[src/rtl/affine_interp_sched_11.sv]
// 6-tap 1/16-phase affine luma interpolation sequencer with a 2-stage product/sum pipeline.
// Define AFFINE_ROUND_EN to emit (sum+32)>>>6 instead of the raw x64-scale sum.
module affine_interp_sched_11 #(
  parameter int ROW_LEN  = 8,
  parameter int NUM_ROWS = 8
) (
  input  logic        clk,
  input  logic        rst,
  input  logic        start,
  input  logic [3:0]  frac,
  output logic        busy,
  output logic        done,
  input  logic        s_valid,
  output logic        s_ready,
  input  logic [10:0] s_data,
  output logic        m_valid,
  input  logic        m_ready,
  output logic [17:0] m_data,
  output logic        m_last
);

  localparam int CW = $clog2(ROW_LEN + 5);
  localparam int RW = $clog2(NUM_ROWS + 1);

  typedef enum logic [2:0] {
    S_IDLE, S_PRIME, S_RUN, S_DRAIN, S_DONE
  } state_t;

  state_t state_q, state_d;
  logic [CW-1:0] cnt_q, cnt_d;
  logic [RW-1:0] row_q, row_d;
  logic [3:0] frac_q, frac_d;

  logic signed [10:0] win_q [6];
  logic signed [17:0] prod_q [6];
  logic signed [17:0] prod_d [6];
  logic signed [7:0]  coef [6];
  logic tok_q, tlast_q, v1_q, l1_q;
  logic m_valid_q, m_last_q;
  logic signed [17:0] m_data_q;

  logic adv, hs, row_end, mirror;
  logic [3:0] fm;
  logic [47:0] crow;
  logic signed [17:0] sum, rsum, out_d;

  // c0 sits in the top byte
  function automatic logic [47:0] coef_row(input logic [3:0] f);
    logic [47:0] r;
    unique case (f)
      4'd0: r = {8'sd0, 8'sd0, 8'sd64, 8'sd0, 8'sd0, 8'sd0};
      4'd1: r = {8'sd1, -8'sd3, 8'sd63, 8'sd4, -8'sd2, 8'sd1};
      4'd2: r = {8'sd1, -8'sd5, 8'sd62, 8'sd8, -8'sd3, 8'sd1};
      4'd3: r = {8'sd2, -8'sd8, 8'sd60, 8'sd13, -8'sd4, 8'sd1};
      4'd4: r = {8'sd3, -8'sd10, 8'sd58, 8'sd17, -8'sd5, 8'sd1};
      4'd5: r = {8'sd3, -8'sd11, 8'sd52, 8'sd26, -8'sd8, 8'sd2};
      4'd6: r = {8'sd2, -8'sd9, 8'sd47, 8'sd31, -8'sd10, 8'sd3};
      4'd7: r = {8'sd3, -8'sd11, 8'sd45, 8'sd34, -8'sd10, 8'sd3};
      default: r = {8'sd3, -8'sd11, 8'sd40, 8'sd40, -8'sd11, 8'sd3};
    endcase
    return r;
  endfunction

  function automatic logic signed [17:0] smul(
    input logic signed [10:0] x,
    input logic signed [7:0]  c
  );
    logic [6:0] mag;
    logic signed [17:0] xe, acc;
    mag = c[7] ? 7'(-c) : c[6:0];
    xe  = {{7{x[10]}}, x};
    acc = '0;
    for (int i = 0; i < 7; i++)
      if (mag[i]) acc = acc + (xe <<< i);
    return c[7] ? -acc : acc;
  endfunction

  assign adv     = !m_valid_q || m_ready;
  assign s_ready = adv && (state_q == S_PRIME || state_q == S_RUN);
  assign hs      = s_valid && s_ready;
  assign row_end = cnt_q == CW'(ROW_LEN + 4);
  assign busy    = state_q != S_IDLE;
  assign done    = state_q == S_DONE;
  assign m_valid = m_valid_q;
  assign m_data  = m_data_q;
  assign m_last  = m_last_q;

  // phases above 8 reuse the mirrored set in reverse tap order
  always_comb begin
    mirror = frac_q > 4'd8;
    fm     = mirror ? 4'(5'd16 - {1'b0, frac_q}) : frac_q;
    crow   = coef_row(fm);
    for (int k = 0; k < 6; k++) begin
      coef[k]   = mirror ? crow[8*k +: 8] : crow[8*(5-k) +: 8];
      prod_d[k] = smul(win_q[k], coef[k]);
    end
    sum = prod_q[0] + prod_q[1] + prod_q[2]
        + prod_q[3] + prod_q[4] + prod_q[5];
    rsum = sum + 18'sd32;
`ifdef AFFINE_ROUND_EN
    out_d = rsum >>> 6;
`else
    out_d = sum;
`endif
  end

  always_comb begin
    state_d = state_q;
    cnt_d   = cnt_q;
    row_d   = row_q;
    frac_d  = frac_q;
    unique case (state_q)
      S_IDLE:
        if (start) begin
          state_d = S_PRIME;
          cnt_d   = '0;
          row_d   = '0;
          frac_d  = frac;
        end
      S_PRIME:
        if (hs) begin
          cnt_d = cnt_q + 1'b1;
          if (cnt_q == CW'(4)) state_d = S_RUN;
        end
      S_RUN:
        if (hs) begin
          if (row_end) begin
            cnt_d = '0;
            if (row_q == RW'(NUM_ROWS - 1)) begin
              state_d = S_DRAIN;
            end else begin
              row_d   = row_q + 1'b1;
              state_d = S_PRIME;
            end
          end else begin
            cnt_d = cnt_q + 1'b1;
          end
        end
      // leave once the pipeline is guaranteed empty after this edge
      S_DRAIN:
        if (!tok_q && !v1_q && adv) state_d = S_DONE;
      S_DONE:  state_d = S_IDLE;
      default: state_d = S_IDLE;
    endcase
  end

  always_ff @(posedge clk) begin
    if (rst) begin
      state_q   <= S_IDLE;
      cnt_q     <= '0;
      row_q     <= '0;
      frac_q    <= '0;
      tok_q     <= 1'b0;
      tlast_q   <= 1'b0;
      v1_q      <= 1'b0;
      l1_q      <= 1'b0;
      m_valid_q <= 1'b0;
      m_last_q  <= 1'b0;
      m_data_q  <= '0;
      for (int k = 0; k < 6; k++) begin
        win_q[k]  <= '0;
        prod_q[k] <= '0;
      end
    end else begin
      state_q <= state_d;
      cnt_q   <= cnt_d;
      row_q   <= row_d;
      frac_q  <= frac_d;
      if (hs) begin
        for (int k = 0; k < 5; k++) win_q[k] <= win_q[k+1];
        win_q[5] <= s_data;
      end
      if (adv) begin
        tok_q     <= hs && state_q == S_RUN;
        tlast_q   <= hs && state_q == S_RUN && row_end;
        v1_q      <= tok_q;
        l1_q      <= tlast_q;
        m_valid_q <= v1_q;
        m_last_q  <= l1_q;
        for (int k = 0; k < 6; k++) prod_q[k] <= prod_d[k];
        if (v1_q) m_data_q <= out_d;
      end
    end
  end

endmodule
[config.mk]
export PLATFORM = sky130hd
export DESIGN_NAME = affine_interp_sched_11
export DESIGN_NICKNAME = d
export VERILOG_FILES = /design/src/rtl/affine_interp_sched_11.sv
export SDC_FILE = /design/constraint.sdc
export NUM_CORES = 1
export LEC_CHECK = 0
export CELL_PAD_IN_SITES_DETAIL_PLACEMENT = 0
export CELL_PAD_IN_SITES_GLOBAL_PLACEMENT = 1
export CORE_MARGIN = 5
export CORE_UTILIZATION = 46
export CTS_BUF_LIST = sky130_fd_sc_hd__clkbuf_4
export CTS_CLUSTER_DIAMETER = 30
export CTS_CLUSTER_SIZE = 14
export DETAILED_ROUTE_END_ITERATION = 6
export GPL_ROUTABILITY_DRIVEN = 0
export PLACE_DENSITY = 0.78
export SETUP_SLACK_MARGIN = 0.1
export SLEW_MARGIN = 25
export SYNTH_ARGS = -nofsm -noshare
export SYNTH_HDL_FRONTEND = slang
export SYNTH_SLANG_ARGS = --single-unit
[constraint.sdc]
create_clock -name clk -period 11.29 [get_ports clk]
set_clock_uncertainty 0.05 [all_clocks]
set_input_delay 2.258 -clock clk [delete_from_list [all_inputs] [get_ports clk]]
set_output_delay 2.258 -clock clk [all_outputs]
set_load 0.005 [all_outputs]
==> flow_summary.toml <==
[global_route]
antenna_found_initial = 4
first_global_vias = 22708
overflow = 0
grt_max_degree = 67
grt.total_usage_pct = 24.7
grt_pass1_wl_um = 123000

[setup_path]
required_ns = 11.69
crit_top_cell = "xnor2_1"
arrival_ns = 11.14
path_class = "flip-flop to flip-flop"
max_stage_delay_ns = 0.47
cp-start-kind = "flip-flop"
end_kind = "flip-flop"
crit_fanout = 6
cp_slowest_cell = "mux4_2"

[power_and_ir_drop]
leakage_nw = 12.9
p_total_mw = 5.95
vdd_drop_max_v = 0.000117
power-per-cell-area_nw_per_um2 = 203

[timing]
hold_violations = 0
tns_ns = 0
finalCriticalPeriod_ns = 10.74
slew_viol_final = 0
period_share_pct = 95.1
worst_pin_slew_ns = 1.06
setup_viol = 0
slew_headroom_pct = 29.4
setup_ws_ns = 0.550
whs_ns = 0.404
fmax_ghz = 0.0931

[detailed_routing]
vias = 23526
initialDrtViolationCount = 1760
avgViaCountPerCell = 5.88
ant_nets = 0
routedWlPerCell_um = 19.6
drcViolationCount = 0
firstDrtPassIters = 6
wl_um = 78500

[yosys]
netlist_area_um2 = 26100
post-synth-top-area-fraction_pct = 20.0
yosys.area.top_type = "edfxtp_1"
async_flop_share_pct = 0
syn_inst = 3128
synth-edff-count = 174
ys_warn_count = 0
ys_seq_area_share_pct = 23.0
synth.avg_cell_area_um2 = 8.34
synth_cell_types = 118
synth_seq_cells = 213
synth_fp_nets = 3496
synthFlopType = "edfxtp_1"
synth_area_leaders = "edfxtp_1 20%, ha_1 13%, fa_1 6.6%"

[layout]
fin_cells = 4003
design_area_um2 = 29300
drive_gt1_share_pct = 12.7
syn_to_final_growth_pct = 12.2
postLayoutCoreUtil_pct = 52.0
nNetsFinal = 3573

[worst_hold_path]
hold_class = "flip-flop to flip-flop"

[clocking]
cts_buffers = 49
cts_tree = "built"
clk_latency_ns = 0.72
cts_htree_levels = 2
clockBufferDepth = 3
hold_buffers = 0
cts.sinks = 213
root_buffer = "clkbuf_4"
clk_pin_slew_ns = 0.09

[floorplan]
start_util_pct = 46.4
die-area_um2 = 61600
chipHeight_um = 248
core_um2 = 56300
num_io_pins = 43
die_x_um = 248
row_count = 87

[place]
place_ws_ns = -0.0975
dp_hpwl_um = 60100
place_inst = 3887
dpl_cell_area_um2 = 27600
portBuffers = 42

[job]
drv_cap = 0

[run_status]
outcome = "completed"
## worst max-delay path, delay by kind of cell, from the launching register on
kind	cells	cell delay [ns]
AO/OA/AOI/OAI	20	3.30
flip-flops	1	0.34
buffers and inverters	4	0.38
adder cells (fa/ha/maj)	9	1.95
AND/OR/NAND/NOR	14	2.17
XOR/XNOR	8	0.95
multiplexers	4	1.32
## registers in the layout (all words and copies together) (netlist names), 3 cells and up
signal,cells
cnt_q,4
prod_q,108
state_q,3
win_q,66
frac_q,4
m_data,18
row_q,4
## cell type report
type,count,area [µm²]
antenna,1,2.50
inverter,257,971
tap,756,946
clock inverter,37,375
sequential,213,6010
clock buffer,55,413
fill,5298,27000
timing repair buffer,134,1140
multi-input combinational,2550,19400
## cell usage in the layout, fill, tap and decap left out, types with 38 or more instances in the layout
| cell type | instances |
|---|---|
| nor2_1 | 288 |
| nand2_1 | 250 |
| inv_1 | 246 |
| ha_1 | 237 |
| a21oi_1 | 227 |
| edfxtp_1 | 174 |
| xnor2_1 | 163 |
| o21ai_0 | 162 |
| and2_1 | 109 |
| buf_4 | 90 |
| fa_1 | 85 |
| nor3_1 | 81 |
| a21o_1 | 70 |
| xor2_1 | 61 |
| clkbuf_4 | 55 |
| nand3_1 | 53 |
| nor2b_1 | 47 |
| clkdlybuf4s50_1 | 41 |
| o21a_1 | 40 |
| a31oi_1 | 38 |
| dfxtp_1 | 38 |
## power by group
| group | switching [mW] | total [mW] | internal, mW |
|---|---|---|---|
| clock | 0.372 | 0.767 | 0.395 |
| combinational | 2.31 | 4.06 | 1.76 |
| sequential | 0.122 | 1.12 | 0.998 |
| total | 2.80 | 5.95 | 3.15 |
## cells in the mapped netlist (all sizes together), types with 15 or more instances
| cell type | instances |
|---|---|
| nor2 | 302 |
| ha | 262 |
| nand2 | 257 |
| inv | 254 |
| a21oi | 249 |
| o21ai | 186 |
| edfxtp | 174 |
| xnor2 | 163 |
| and2 | 117 |
| nor3 | 87 |
| fa | 86 |
| clkbuf | 75 |
| a21o | 70 |
| xor2 | 61 |
| nand3 | 56 |
| nor2b | 49 |
| a31oi | 43 |
| mux2 | 41 |
| o21a | 41 |
| dfxtp | 39 |
| mux2i | 35 |
| o31ai | 35 |
| or3 | 35 |
| buf | 33 |
| nand2b | 31 |
| and3 | 29 |
| a211oi | 27 |
| o21bai | 23 |
| o211ai | 22 |
| nand4 | 15 |
## worst paths after layout
path / start / endpoint / slack [ns] / depth (start not counted)
min: m_data[12] / m_data[12] / 0.40 / 2
min reg2reg: m_data[12] / m_data[12] / 0.40 / 2
max reg2reg: frac_q[0] / prod_q[2][17] / 0.55 / 59
max: frac_q[0] / prod_q[2][17] / 0.55 / 59
## repair_timing
item,CTS,global route
pin swaps,0,65
hold endpoints to repair,0,0
setup endpoints to repair,2,7
buffers inserted,0,22
resized for setup,6,128
## layer usage
layer  share of wire, %  global-route usage [%]  vias to the layer above
li1                   -                       -                    11415
met1                 45                    34.1                    11351
met2                 47                    42.0                      643
met3                5.2                    2.67                      115
met4                2.5                    5.84                        2
met5              0.018                       0                        -
## cell families after synthesis
family                     Yosys count  synth area share (%)
AOI/OAI and AO/OA                  862                  21.8
xor gates and xnor gates           224                  7.52
adders and majority gates          348                  19.2
buffers and inverters              365                  5.58
DFF                                213                  23.0
muxes                               77                  3.25
and+or+nand+nor                   1039                  19.6
(Power assumes the default switching activity.)
